`config.mk`:
```
export PLATFORM = sky130hd
export DESIGN_NAME = id_ex_stage_flat
export DESIGN_NICKNAME = d
export VERILOG_FILES = /design/src/rtl/id_ex_stage_if.sv /design/src/rtl/id_ex_stage.sv /design/src/flat_wrapper.sv
export SDC_FILE = /design/constraint.sdc
export NUM_CORES = 1
export LEC_CHECK = 0
export ABC_CLOCK_PERIOD_IN_PS = 5200
export BUFFER_PORTS_ARGS = -buffer_cell sky130_fd_sc_hd__clkbuf_2
export CAP_MARGIN = 20
export CORE_AREA = 4 4 293 295
export DETAILED_ROUTE_END_ITERATION = 6
export DIE_AREA = 0 0 297 299
export PLACE_DENSITY_LB_ADDON = 0.15
export SLEW_MARGIN = 20
export SYNTH_ARGS = -nofsm -noshare
export SYNTH_HDL_FRONTEND = slang
export SYNTH_SLANG_ARGS = --single-unit
```
`constraint.sdc`:
```
create_clock -name clk -period 5.2 [get_ports clk]
set_input_delay 0.52 -clock clk [delete_from_list [all_inputs] [get_ports clk]]
set_output_delay 0.52 -clock clk [all_outputs]
set_load 0.05 [all_outputs]
```
`src/rtl/id_ex_stage_if.sv`:
```
// ID/EX stage bus: decoded ID fields, downstream stall/flush, the live
// EX/MEM and MEM/WB results used for forwarding, and the registered EX outputs.
// master = pipeline/control side, slave = the id_ex_stage register.
interface id_ex_stage_if #(
    parameter int unsigned XLEN = 64,
    parameter int unsigned REGW = 5
);
    logic            stall;
    logic            flush;

    logic            id_valid;
    logic [XLEN-1:0] id_pc;
    logic [XLEN-1:0] id_imm;
    logic [XLEN-1:0] id_rs1_data;
    logic [XLEN-1:0] id_rs2_data;
    logic [REGW-1:0] id_rs1;
    logic [REGW-1:0] id_rs2;
    logic [REGW-1:0] id_rd;
    logic            id_uses_rs2;
    logic            id_alu_src;
    logic [1:0]      id_alu_class;
    logic [2:0]      id_funct3;
    logic            id_f7b5;
    logic [4:0]      id_ctrl;

    logic            exmem_reg_write;
    logic [REGW-1:0] exmem_rd;
    logic [XLEN-1:0] exmem_result;
    logic            memwb_reg_write;
    logic [REGW-1:0] memwb_rd;
    logic [XLEN-1:0] memwb_result;

    logic            hazard_stall;
    logic            ex_valid;
    logic [4:0]      ex_ctrl;
    logic [3:0]      ex_alu_op;
    logic [XLEN-1:0] ex_alu_a;
    logic [XLEN-1:0] ex_alu_b;
    logic [XLEN-1:0] ex_store_data;
    logic [REGW-1:0] ex_rd;
    logic [XLEN-1:0] ex_pc;
    logic [XLEN-1:0] ex_imm;

    modport master (
        output stall, flush,
        output id_valid, id_pc, id_imm, id_rs1_data, id_rs2_data,
        output id_rs1, id_rs2, id_rd, id_uses_rs2, id_alu_src,
        output id_alu_class, id_funct3, id_f7b5, id_ctrl,
        output exmem_reg_write, exmem_rd, exmem_result,
        output memwb_reg_write, memwb_rd, memwb_result,
        input  hazard_stall, ex_valid, ex_ctrl, ex_alu_op,
        input  ex_alu_a, ex_alu_b, ex_store_data, ex_rd, ex_pc, ex_imm
    );

    modport slave (
        input  stall, flush,
        input  id_valid, id_pc, id_imm, id_rs1_data, id_rs2_data,
        input  id_rs1, id_rs2, id_rd, id_uses_rs2, id_alu_src,
        input  id_alu_class, id_funct3, id_f7b5, id_ctrl,
        input  exmem_reg_write, exmem_rd, exmem_result,
        input  memwb_reg_write, memwb_rd, memwb_result,
        output hazard_stall, ex_valid, ex_ctrl, ex_alu_op,
        output ex_alu_a, ex_alu_b, ex_store_data, ex_rd, ex_pc, ex_imm
    );
endinterface

```
`src/rtl/id_ex_stage.sv`:
```
// ID/EX pipeline register feeding ALU_64_bit.
// Registers decoded operands/control, decodes ALUOp, detects load-use hazards
// (inserting bubbles) and honours downstream stall and branch flush.
// Build option: define IDEX_FORWARDING_EN to forward EX/MEM and MEM/WB results
// onto the ALU operands; without it operands come from the registered regfile
// data and hazard_stall also covers every in-flight RAW dependence.
module id_ex_stage #(
    parameter int unsigned XLEN = 64,
    parameter int unsigned REGW = 5
) (
    input logic           clk,
    input logic           reset,
    id_ex_stage_if.slave  bus
);

    typedef enum logic [3:0] {
        ALU_AND = 4'b0000,
        ALU_OR  = 4'b0001,
        ALU_ADD = 4'b0010,
        ALU_SUB = 4'b0110,
        ALU_SLL = 4'b1111
    } alu_op_e;

    typedef enum logic [1:0] {
        CLS_MEM    = 2'b00,
        CLS_BRANCH = 2'b01,
        CLS_RTYPE  = 2'b10,
        CLS_ITYPE  = 2'b11
    } alu_class_e;

    // id_ctrl = {branch, mem_to_reg, mem_write, mem_read, reg_write}
    localparam int unsigned CTRL_REG_WRITE = 0;
    localparam int unsigned CTRL_MEM_READ  = 1;
    localparam int unsigned SHAMT_W        = 6;

    typedef struct packed {
        logic            valid;
        logic [4:0]      ctrl;
        alu_op_e         alu_op;
        logic            alu_src;
        logic [REGW-1:0] rs1;
        logic [REGW-1:0] rs2;
        logic [REGW-1:0] rd;
        logic [XLEN-1:0] pc;
        logic [XLEN-1:0] imm;
        logic [XLEN-1:0] rs1_data;
        logic [XLEN-1:0] rs2_data;
    } stage_t;

    function automatic stage_t bubble();
        stage_t s;
        s        = '0;
        s.alu_op = ALU_ADD;
        return s;
    endfunction

    function automatic alu_op_e decode_alu_op(input alu_class_e cls,
                                              input logic [2:0] f3,
                                              input logic       f7b5);
        alu_op_e op;
        op = ALU_ADD;
        case (cls)
            CLS_MEM:    op = ALU_ADD;
            CLS_BRANCH: op = ALU_SUB;
            default: begin
                case (f3)
                    3'b000:  op = (cls == CLS_RTYPE && f7b5) ? ALU_SUB : ALU_ADD;
                    3'b111:  op = ALU_AND;
                    3'b110:  op = ALU_OR;
                    3'b001:  op = ALU_SLL;
                    default: op = ALU_ADD;
                endcase
            end
        endcase
        return op;
    endfunction

    // rd is a live producer for the instruction in ID if it is non-zero and
    // matches a source that instruction actually reads.
    function automatic logic src_match(input logic [REGW-1:0] rd,
                                       input logic [REGW-1:0] rs1,
                                       input logic [REGW-1:0] rs2,
                                       input logic            uses_rs2);
        return (rd != '0) && ((rd == rs1) || (uses_rs2 && (rd == rs2)));
    endfunction

    stage_t          stage_q, stage_d;
    logic            load_use;
    logic            raw_hazard;
    logic            hazard;
    logic [XLEN-1:0] fwd_rs1, fwd_rs2;
    logic [XLEN-1:0] b_sel, alu_b;

    // Hazard detection against the instruction currently in EX (and, without
    // forwarding, against EX/MEM and MEM/WB as well).
    always_comb begin
        load_use = bus.id_valid && stage_q.valid && stage_q.ctrl[CTRL_MEM_READ] &&
                   src_match(stage_q.rd, bus.id_rs1, bus.id_rs2, bus.id_uses_rs2);
        raw_hazard = 1'b0;
`ifndef IDEX_FORWARDING_EN
        raw_hazard = bus.id_valid && (
            (stage_q.valid && stage_q.ctrl[CTRL_REG_WRITE] &&
             src_match(stage_q.rd, bus.id_rs1, bus.id_rs2, bus.id_uses_rs2)) ||
            (bus.exmem_reg_write &&
             src_match(bus.exmem_rd, bus.id_rs1, bus.id_rs2, bus.id_uses_rs2)) ||
            (bus.memwb_reg_write &&
             src_match(bus.memwb_rd, bus.id_rs1, bus.id_rs2, bus.id_uses_rs2)));
`endif
        hazard = !reset && (load_use || raw_hazard);
    end

    // Next-state selection: flush > stall (hold) > hazard bubble > load from ID.
    always_comb begin
        stage_d = stage_q;
        if (bus.flush) begin
            stage_d = bubble();
        end else if (bus.stall) begin
            stage_d = stage_q;
        end else if (hazard) begin
            stage_d = bubble();
        end else begin
            stage_d.valid    = bus.id_valid;
            stage_d.ctrl     = bus.id_ctrl;
            stage_d.alu_op   = decode_alu_op(alu_class_e'(bus.id_alu_class),
                                             bus.id_funct3, bus.id_f7b5);
            stage_d.alu_src  = bus.id_alu_src;
            stage_d.rs1      = bus.id_rs1;
            stage_d.rs2      = bus.id_rs2;
            stage_d.rd       = bus.id_rd;
            stage_d.pc       = bus.id_pc;
            stage_d.imm      = bus.id_imm;
            stage_d.rs1_data = bus.id_rs1_data;
            stage_d.rs2_data = bus.id_rs2_data;
        end
    end

    // Pipeline register with synchronous reset to a bubble.
    always_ff @(posedge clk) begin
        if (reset) begin
            stage_q <= bubble();
        end else begin
            stage_q <= stage_d;
        end
    end

    // Operand select: forwarding tracks the live EX/MEM and MEM/WB results
    // even while the stage is held; EX/MEM is the younger value and wins.
    always_comb begin
        fwd_rs1 = stage_q.rs1_data;
        fwd_rs2 = stage_q.rs2_data;
`ifdef IDEX_FORWARDING_EN
        if (bus.exmem_reg_write && (bus.exmem_rd != '0) && (bus.exmem_rd == stage_q.rs1)) begin
            fwd_rs1 = bus.exmem_result;
        end else if (bus.memwb_reg_write && (bus.memwb_rd != '0) &&
                     (bus.memwb_rd == stage_q.rs1)) begin
            fwd_rs1 = bus.memwb_result;
        end
        if (bus.exmem_reg_write && (bus.exmem_rd != '0) && (bus.exmem_rd == stage_q.rs2)) begin
            fwd_rs2 = bus.exmem_result;
        end else if (bus.memwb_reg_write && (bus.memwb_rd != '0) &&
                     (bus.memwb_rd == stage_q.rs2)) begin
            fwd_rs2 = bus.memwb_result;
        end
`endif
        b_sel = stage_q.alu_src ? stage_q.imm : fwd_rs2;
        alu_b = b_sel;
        // Shifts only consume a 6-bit shamt; clear the rest so the ALU sees a clean amount.
        if (stage_q.alu_op == ALU_SLL) begin
            alu_b = {{(XLEN - SHAMT_W){1'b0}}, b_sel[SHAMT_W-1:0]};
        end
    end

`ifndef IDEX_FORWARDING_EN
    logic unused_fwd_results;
    assign unused_fwd_results = ^{bus.exmem_result, bus.memwb_result};
`endif

    assign bus.hazard_stall  = hazard;
    assign bus.ex_valid      = stage_q.valid;
    assign bus.ex_ctrl       = stage_q.ctrl;
    assign bus.ex_alu_op     = stage_q.alu_op;
    assign bus.ex_alu_a      = fwd_rs1;
    assign bus.ex_alu_b      = alu_b;
    assign bus.ex_store_data = fwd_rs2;
    assign bus.ex_rd         = stage_q.rd;
    assign bus.ex_pc         = stage_q.pc;
    assign bus.ex_imm        = stage_q.imm;

endmodule

```
`src/flat_wrapper.sv`:
```
// flat-port wrapper written by rule: the top's interface ports become plain ports
module id_ex_stage_flat 
#(
    parameter int unsigned XLEN = 64,
    parameter int unsigned REGW = 5
)
  (clk, reset, bus_stall, bus_flush, bus_id_valid, bus_id_pc, bus_id_imm, bus_id_rs1_data, bus_id_rs2_data, bus_id_rs1, bus_id_rs2, bus_id_rd, bus_id_uses_rs2, bus_id_alu_src, bus_id_alu_class, bus_id_funct3, bus_id_f7b5, bus_id_ctrl, bus_exmem_reg_write, bus_exmem_rd, bus_exmem_result, bus_memwb_reg_write, bus_memwb_rd, bus_memwb_result, bus_hazard_stall, bus_ex_valid, bus_ex_ctrl, bus_ex_alu_op, bus_ex_alu_a, bus_ex_alu_b, bus_ex_store_data, bus_ex_rd, bus_ex_pc, bus_ex_imm);
  id_ex_stage_if #(.XLEN(XLEN), .REGW(REGW)) bus_i ();
  input logic clk;
  input logic reset;
  input wire logic [$bits(bus_i.stall)-1:0] bus_stall;
  input wire logic [$bits(bus_i.flush)-1:0] bus_flush;
  input wire logic [$bits(bus_i.id_valid)-1:0] bus_id_valid;
  input wire logic [$bits(bus_i.id_pc)-1:0] bus_id_pc;
  input wire logic [$bits(bus_i.id_imm)-1:0] bus_id_imm;
  input wire logic [$bits(bus_i.id_rs1_data)-1:0] bus_id_rs1_data;
  input wire logic [$bits(bus_i.id_rs2_data)-1:0] bus_id_rs2_data;
  input wire logic [$bits(bus_i.id_rs1)-1:0] bus_id_rs1;
  input wire logic [$bits(bus_i.id_rs2)-1:0] bus_id_rs2;
  input wire logic [$bits(bus_i.id_rd)-1:0] bus_id_rd;
  input wire logic [$bits(bus_i.id_uses_rs2)-1:0] bus_id_uses_rs2;
  input wire logic [$bits(bus_i.id_alu_src)-1:0] bus_id_alu_src;
  input wire logic [$bits(bus_i.id_alu_class)-1:0] bus_id_alu_class;
  input wire logic [$bits(bus_i.id_funct3)-1:0] bus_id_funct3;
  input wire logic [$bits(bus_i.id_f7b5)-1:0] bus_id_f7b5;
  input wire logic [$bits(bus_i.id_ctrl)-1:0] bus_id_ctrl;
  input wire logic [$bits(bus_i.exmem_reg_write)-1:0] bus_exmem_reg_write;
  input wire logic [$bits(bus_i.exmem_rd)-1:0] bus_exmem_rd;
  input wire logic [$bits(bus_i.exmem_result)-1:0] bus_exmem_result;
  input wire logic [$bits(bus_i.memwb_reg_write)-1:0] bus_memwb_reg_write;
  input wire logic [$bits(bus_i.memwb_rd)-1:0] bus_memwb_rd;
  input wire logic [$bits(bus_i.memwb_result)-1:0] bus_memwb_result;
  output wire logic [$bits(bus_i.hazard_stall)-1:0] bus_hazard_stall;
  output wire logic [$bits(bus_i.ex_valid)-1:0] bus_ex_valid;
  output wire logic [$bits(bus_i.ex_ctrl)-1:0] bus_ex_ctrl;
  output wire logic [$bits(bus_i.ex_alu_op)-1:0] bus_ex_alu_op;
  output wire logic [$bits(bus_i.ex_alu_a)-1:0] bus_ex_alu_a;
  output wire logic [$bits(bus_i.ex_alu_b)-1:0] bus_ex_alu_b;
  output wire logic [$bits(bus_i.ex_store_data)-1:0] bus_ex_store_data;
  output wire logic [$bits(bus_i.ex_rd)-1:0] bus_ex_rd;
  output wire logic [$bits(bus_i.ex_pc)-1:0] bus_ex_pc;
  output wire logic [$bits(bus_i.ex_imm)-1:0] bus_ex_imm;
  assign bus_i.stall = bus_stall;
  assign bus_i.flush = bus_flush;
  assign bus_i.id_valid = bus_id_valid;
  assign bus_i.id_pc = bus_id_pc;
  assign bus_i.id_imm = bus_id_imm;
  assign bus_i.id_rs1_data = bus_id_rs1_data;
  assign bus_i.id_rs2_data = bus_id_rs2_data;
  assign bus_i.id_rs1 = bus_id_rs1;
  assign bus_i.id_rs2 = bus_id_rs2;
  assign bus_i.id_rd = bus_id_rd;
  assign bus_i.id_uses_rs2 = bus_id_uses_rs2;
  assign bus_i.id_alu_src = bus_id_alu_src;
  assign bus_i.id_alu_class = bus_id_alu_class;
  assign bus_i.id_funct3 = bus_id_funct3;
  assign bus_i.id_f7b5 = bus_id_f7b5;
  assign bus_i.id_ctrl = bus_id_ctrl;
  assign bus_i.exmem_reg_write = bus_exmem_reg_write;
  assign bus_i.exmem_rd = bus_exmem_rd;
  assign bus_i.exmem_result = bus_exmem_result;
  assign bus_i.memwb_reg_write = bus_memwb_reg_write;
  assign bus_i.memwb_rd = bus_memwb_rd;
  assign bus_i.memwb_result = bus_memwb_result;
  assign bus_hazard_stall = bus_i.hazard_stall;
  assign bus_ex_valid = bus_i.ex_valid;
  assign bus_ex_ctrl = bus_i.ex_ctrl;
  assign bus_ex_alu_op = bus_i.ex_alu_op;
  assign bus_ex_alu_a = bus_i.ex_alu_a;
  assign bus_ex_alu_b = bus_i.ex_alu_b;
  assign bus_ex_store_data = bus_i.ex_store_data;
  assign bus_ex_rd = bus_i.ex_rd;
  assign bus_ex_pc = bus_i.ex_pc;
  assign bus_ex_imm = bus_i.ex_imm;
  id_ex_stage #(.XLEN(XLEN), .REGW(REGW)) u_core (.clk(clk), .reset(reset), .bus(bus_i));
endmodule
```
==> summary.txt, run 1 <==
Outcome: complete, no violations
Clock root buffer: clkbuf_16
Initial antenna violation count: 5
PostCTS Resize Cnt: 0
CTS buffer count: 38
Grt total ovfl: 0
Io pins: 765
Highest clock rate: 0.3252 GHz
Critical Path RT: 4.68 ns
Worst Hold Class: primary input to flop
H-Tree Depth: 2
YS warnings: 0
Setup TNS: 0 ns
CP max stage delay: 0.62 ns
CP max stage cell: and4_2
CTS sink count: 272
CTS tree: yes
Clock Pin Slew Worst Setup and Hold Paths: 0.06 ns
Power per cell area: 305.3 nW/um^2
Post-synth EDFFs: 0
DRC Markers: 0
Cells along the critical path: and4_2 -> buf_4 -> nor2_1 -> clkbuf_2
CP Launch Type: flop
Synthesized area: 15000 um^2
Period utilisation layout: 59.14%
WP data arrival: 2.56 ns
CP Class: flop to output port
Cell count after synthesis: 1680
Post-DR vias/cell: 3.972
Count of maximum capacitance violations: 0
Yosys top cell area share: 36.30%
Worst-Margin Slew: 1.075 ns
Worst-path fanout max: 44
Core Area: 83160 um^2
First-pass GRT wire length: 83.49 mm
Yosys reg bits: 272
Die area: 88800 um^2
Final ANT Viol Nets: 0
CP Capture Type: output port
# nets final: 2399
Register area share after synthesis: 36.30%
Final GP Congestion: 0.8192
Total Routing Usage GR: 12.11%
# port buffers: 636
Chip width: 297 um
Initial drt markers: 454
Final min period: 3.075 ns
WL final: 56.63 mm
Fraction of registers with async set/reset: 0%
Row count: 106
DP Wirelength: 41.30 mm
Largest net degree at the start of global routing: 152
Most area-hungry cell type in the Yosys netlist: dfxtp_1
Layout cells sized above 1: 49.67%
Syn nets: 2110
Commonest cells after routing, fill and taps aside: 636 x clkbuf_2, 541 x nand2_1, 271 x dfxtp_1
RSZ-0062 raised after global routing: false
Pre-antenna DRT Iters: 4
Fin. max-slew vios: 0
LEAKAGE: 8.217 nW
WL/cell: 18.40 um
Maximum buffer depth of the clock tree: 3
Most used flip-flop cell after synthesis: dfxtp_1
Number of setup buffers added after CTS: 0
Yosys cell types: 33
Worst-Skew Late Latency: 0.54 ns
Chip height: 299 um
Mean post-synth cell area: 8.930 um^2
Maximum vdd drop: 0.1469 mV
Starting Density: 18.04%
Skew final: 0.01543 ns
Final Hold Vio Count: 0
CTS Hold Bufs: 0
Vias: 12230
Most common cell after layout, fill and taps aside: clkbuf_2
Largest cells by area after synthesis: dfxtp_1 36%, o31ai_2 23%, buf_4 14%, nand2_1 14%, mux2i_1 3.9%
Slew HR: 28.32%
Area grow syn2layout: 22.09%
Count of final setup violators: 0
Final Instance Area: 18320 um^2
Number of global-route vias before repair: 12500
Placed Area: 17070 um^2
==> cell usage after synthesis, drive strengths merged, types with 2 or more instances <==
cell	count
a32oi	2
buf	334
clkbuf	70
dfxtp	272
mux2	6
mux2i	58
nand2	541
nand3	4
nor2	62
nor2b	2
nor3	5
nor4	3
o211ai	4
o21ai	2
o31ai	271
or4	3
xnor2	5
xor2	25
==> logic make-up after synthesis <==
logic type,Yosys count,share of synthesized area (%)
xor+xnor,30,1.751
compound gates,282,23.16
simple gates,626,16.02
mux,64,4.320
buf+inv,405,18.37
flops,272,36.30
fa+ha+maj,1,0.08339
==> where the power goes <==
group	internal, mW	switching, mW	leakage, nW
Clock	1.59	1.01	0.605
Combinational	0.227	0.546	5.39
Sequential	2.16	0.0614	2.22
==> flip-flops by register name, indices dropped and copies added (netlist names) <==
signal                    count
u_core.bus.ex_pc             64
u_core.bus.ex_ctrl            5
u_core.bus.ex_valid           1
u_core.bus.ex_store_data     64
u_core.bus.ex_alu_a          64
u_core.stage_q                1
u_core.bus.ex_imm            64
u_core.bus.ex_alu_op          4
u_core.bus.ex_rd              5
==> final cells by class <==
class	count	area, um^2
repair buffers	653	3436
diodes	3	7.507
clock buffers	61	1179
fillers	9290	64840
clock inverters	5	56.30
inverters	1	3.754
flip-flops and latches	272	5449
multi-input cells	1003	6833
well taps	1080	1351
==> per-stage QoR <==
step / hold WS, ns / instances / worst slack, ns / utilization (%) / power, mW
floorplan: 0.4363 / 1680 / 2.785 / - / 2.850
global placement: 0.4430 / 3009 / 2.256 / 20.53 / 3.044
detailed placement: 0.4470 / 3009 / 2.280 / 20.53 / 3.049
CTS: 0.1361 / 3075 / 1.945 / 22.02 / 5.744
global route: 0.1660 / 3077 / 1.899 / 22.02 / 5.851
finish: 0.1969 / 3078 / 2.125 / 22.02 / 5.591
==> layer usage <==
metal | track usage, % | part of all wire (%)
met1 | 13.59 | 40
met2 | 21.46 | 49
met3 | 4.177 | 7.6
met4 | 3.935 | 3.1
met5 | 0 | 0.072
==> worst max-delay path, delay by kind of cell (launching register included) <==
kind | cells | cell delay, ns
and+or+nand+nor | 2 | 0.80
buffers and inverters | 2 | 0.82
DFF | 1 | 0.35
==> path summary, 6_finish.rpt <==
| kind | from | endpoint | slack, ns | cells after the start |
|---|---|---|---|---|
| worst max-delay path | u_core.bus.ex_alu_op[2]$_SDFFE_PP0N_ | bus_ex_alu_b[32] | 2.12 | 4 |
| worst min-delay path | bus_id_alu_src | u_core.stage_q[271]$_SDFFE_PP0N_ | 0.20 | 3 |
| worst max register to register | u_core.bus.ex_rd[4]$_SDFFE_PP0N_ | u_core.bus.ex_store_data[17]$_SDFFE_PP0N_ | 2.48 | 7 |
| worst min register to register | u_core.bus.ex_pc[59]$_SDFFE_PP0N_ | u_core.bus.ex_pc[59]$_SDFFE_PP0N_ | 0.46 | 2 |
No activity file was read; power rests on OpenSTA's default activity.
==> run 2: changes to the inputs <==
--- a/config.mk
+++ b/config.mk
@@ -5,7 +5,7 @@
 export SDC_FILE = /design/constraint.sdc
 export NUM_CORES = 1
 export LEC_CHECK = 0
-export ABC_CLOCK_PERIOD_IN_PS = 5200
+export ABC_CLOCK_PERIOD_IN_PS = 3100
 export BUFFER_PORTS_ARGS = -buffer_cell sky130_fd_sc_hd__clkbuf_2
 export CAP_MARGIN = 20
 export CORE_AREA = 4 4 293 295
==> constraint.sdc (replaced) <==
create_clock -name clk -period 3.1 [get_ports clk]
set_input_delay 0.31 -clock clk [delete_from_list [all_inputs] [get_ports clk]]
set_output_delay 0.31 -clock clk [all_outputs]
set_load 0.05 [all_outputs]
==> summary.txt, run 2 (synthesized netlist as in run 1, its figures left out) <==
Outcome: complete, no violations
Worst R2R Start: u_core.bus.ex_rd[3]$_SDFFE_PP0N_
CTS buffer count: 37
Internal power: 6.838 mW
WL/cell: 17.34 um
Die area: 88800 um^2
# nets final: 2678
Multi-input logic area: 6833 um^2
CTS sink count: 272
Min-delay src: bus_id_imm[63]
Worst-path fanout max: 5
Io pins: 765
Maximum vdd drop: 0.2637 mV
Worst-Skew Late Latency: 0.53 ns
Commonest cells after routing, fill and taps aside: 636 x clkbuf_2, 541 x nand2_1, 271 x dfxtp_1
Post-DR vias/cell: 3.960
CP Class: primary input to output port
Period utilisation layout: 90.58%
Total Routing Usage GR: 12.54%
Count of maximum capacitance violations: 0
H-Tree Depth: 2
LEAKAGE: 9.442 nW
Sequential Power Share: 38.6%
WL final: 58.20 mm
Initial antenna violation count: 6
CP Capture Type: output port
FF+latch area: 5449 um^2
Most common cell after layout, fill and taps aside: clkbuf_2
CTS tree: yes
Chip width: 297 um
Worst-Margin Slew: 0.7597 ns
Tot Pwr: 9.626 mW
Row count: 106
Skew final: 0.01281 ns
Core Area: 83160 um^2
Final GP Congestion: 0.8115
Starting Density: 18.04%
Worst Hold Class: primary input to flop
DRC Markers: 0
Number of setup buffers added after CTS: 0
DP Wirelength: 43.61 mm
Number of global-route vias before repair: 13920
Layout cells sized above 1: 44.84%
Final Hold Vio Count: 0
First-pass GRT wire length: 88.35 mm
WP data arrival: 2.50 ns
Setup TNS: 0 ns
# port buffers: 636
Power per cell area: 454.8 nW/um^2
Pre-antenna DRT Iters: 6
Clock root buffer: clkbuf_16
Clock Pin Slew Worst Setup and Hold Paths: 0.06 ns
Count of final setup violators: 0
Fill cell count: 9087
Largest net degree at the start of global routing: 91
Maximum buffer depth of the clock tree: 3
Vias: 13290
Highest clock rate: 0.3561 GHz
RSZ-0062 raised after global routing: false
Chip height: 299 um
CP Launch Type: primary input
Final min period: 2.808 ns
Sw Ratio: 28.96%
Slew HR: 49.35%
Sw Pwr: 2.788 mW
Area grow syn2layout: 41.08%
Critical Path RT: 2.79 ns
Logic pwr share: 16.6%
Setup crit start: bus_id_valid
Grt total ovfl: 0
Final ANT Viol Nets: 0
Initial drt markers: 441
Clock Power Share: 44.8%
Fin. max-slew vios: 0
-- run 2: cell count changes in the layout (fill, tap and decap cells not counted), sizes merged --
cell         before  now
diode             3    1
dlygate4sd3       0  247
clkbuf          697  696
clkinv            2    3
bufinv            1    2
buf              17   50
inv               2    1
-- run 2: metrics by stage --
step	hold slack, ns	std cells	util [%]	setup WS [ns]	instance area, um^2
floorplan	0.4363	1680	-	0.9108	15000
global placement	0.4434	3042	21.02	0.3590	17480
detailed placement	0.4455	3042	21.02	0.4026	17480
CTS	0.0007624	3355	25.45	0.2278	21160
global route	0.006825	3356	25.45	0.1014	21170
finish	0.03854	3356	25.45	0.2920	21170
-- run 2: path summary, 6_finish.rpt --
| path | end | slack [ns] | cells after the start |
|---|---|---|---|
| worst min-delay path | u_core.bus.ex_imm[63]$_SDFFE_PP0N_ | 0.04 | 3 |
| worst max register to register | u_core.bus.ex_ctrl[4]$_SDFFE_PP0N_ | 0.49 | 7 |
| worst max-delay path | bus_hazard_stall | 0.29 | 8 |
| worst min register to register | u_core.bus.ex_alu_a[49]$_SDFFE_PP0N_ | 0.46 | 2 |
-- run 2: critical path: stages --
cell	delay, ns
dlygate4sd3_1	0.57
clkbuf_2	0.13
nor2b_1	0.29
o211ai_1	0.21
o32ai_4	0.40
buf_12	0.18
or2_1	0.10
clkbuf_2	0.30
-- run 2: timing repair --
action | in CTS | in global routing
hold buffers | 247 | 0
gates resized for setup | 0 | 0
endpoints found under the hold margin | 247 | 0
-- run 2: area by class of cell --
| cell class | count | area share, % |
|---|---|---|
| well taps | 1080 | 6.385 |
| multi-input cells | 1003 | 32.28 |
| clock inverters | 6 | 0.4434 |
| repair buffers | 933 | 29.85 |
| flip-flops and latches | 272 | 25.74 |
| diodes | 1 | 0.01182 |
| clock buffers | 60 | 5.261 |
| inverters | 1 | 0.01773 |
-- run 2: power groups by stage --
stage | Sequential, mW | Clock, mW | Combinational, mW
after floorplan | 3.75 | 0 | 1.03
after global placement | 3.79 | 0 | 1.35
after detailed placement | 3.80 | 0 | 1.35
after CTS | 3.72 | 4.53 | 1.62
after global routing | 3.73 | 4.66 | 1.70
final | 3.72 | 4.31 | 1.60
-- run 2: metal layers --
layer | wire length [um] | GRT usage [%] | vias up
met5 | 47 | 0 | -
met4 | 1510 | 3.577 | 6
met3 | 4018 | 3.930 | 77
met2 | 29330 | 22.62 | 400
met1 | 23300 | 14.20 | 6312
li1 | - | - | 6496
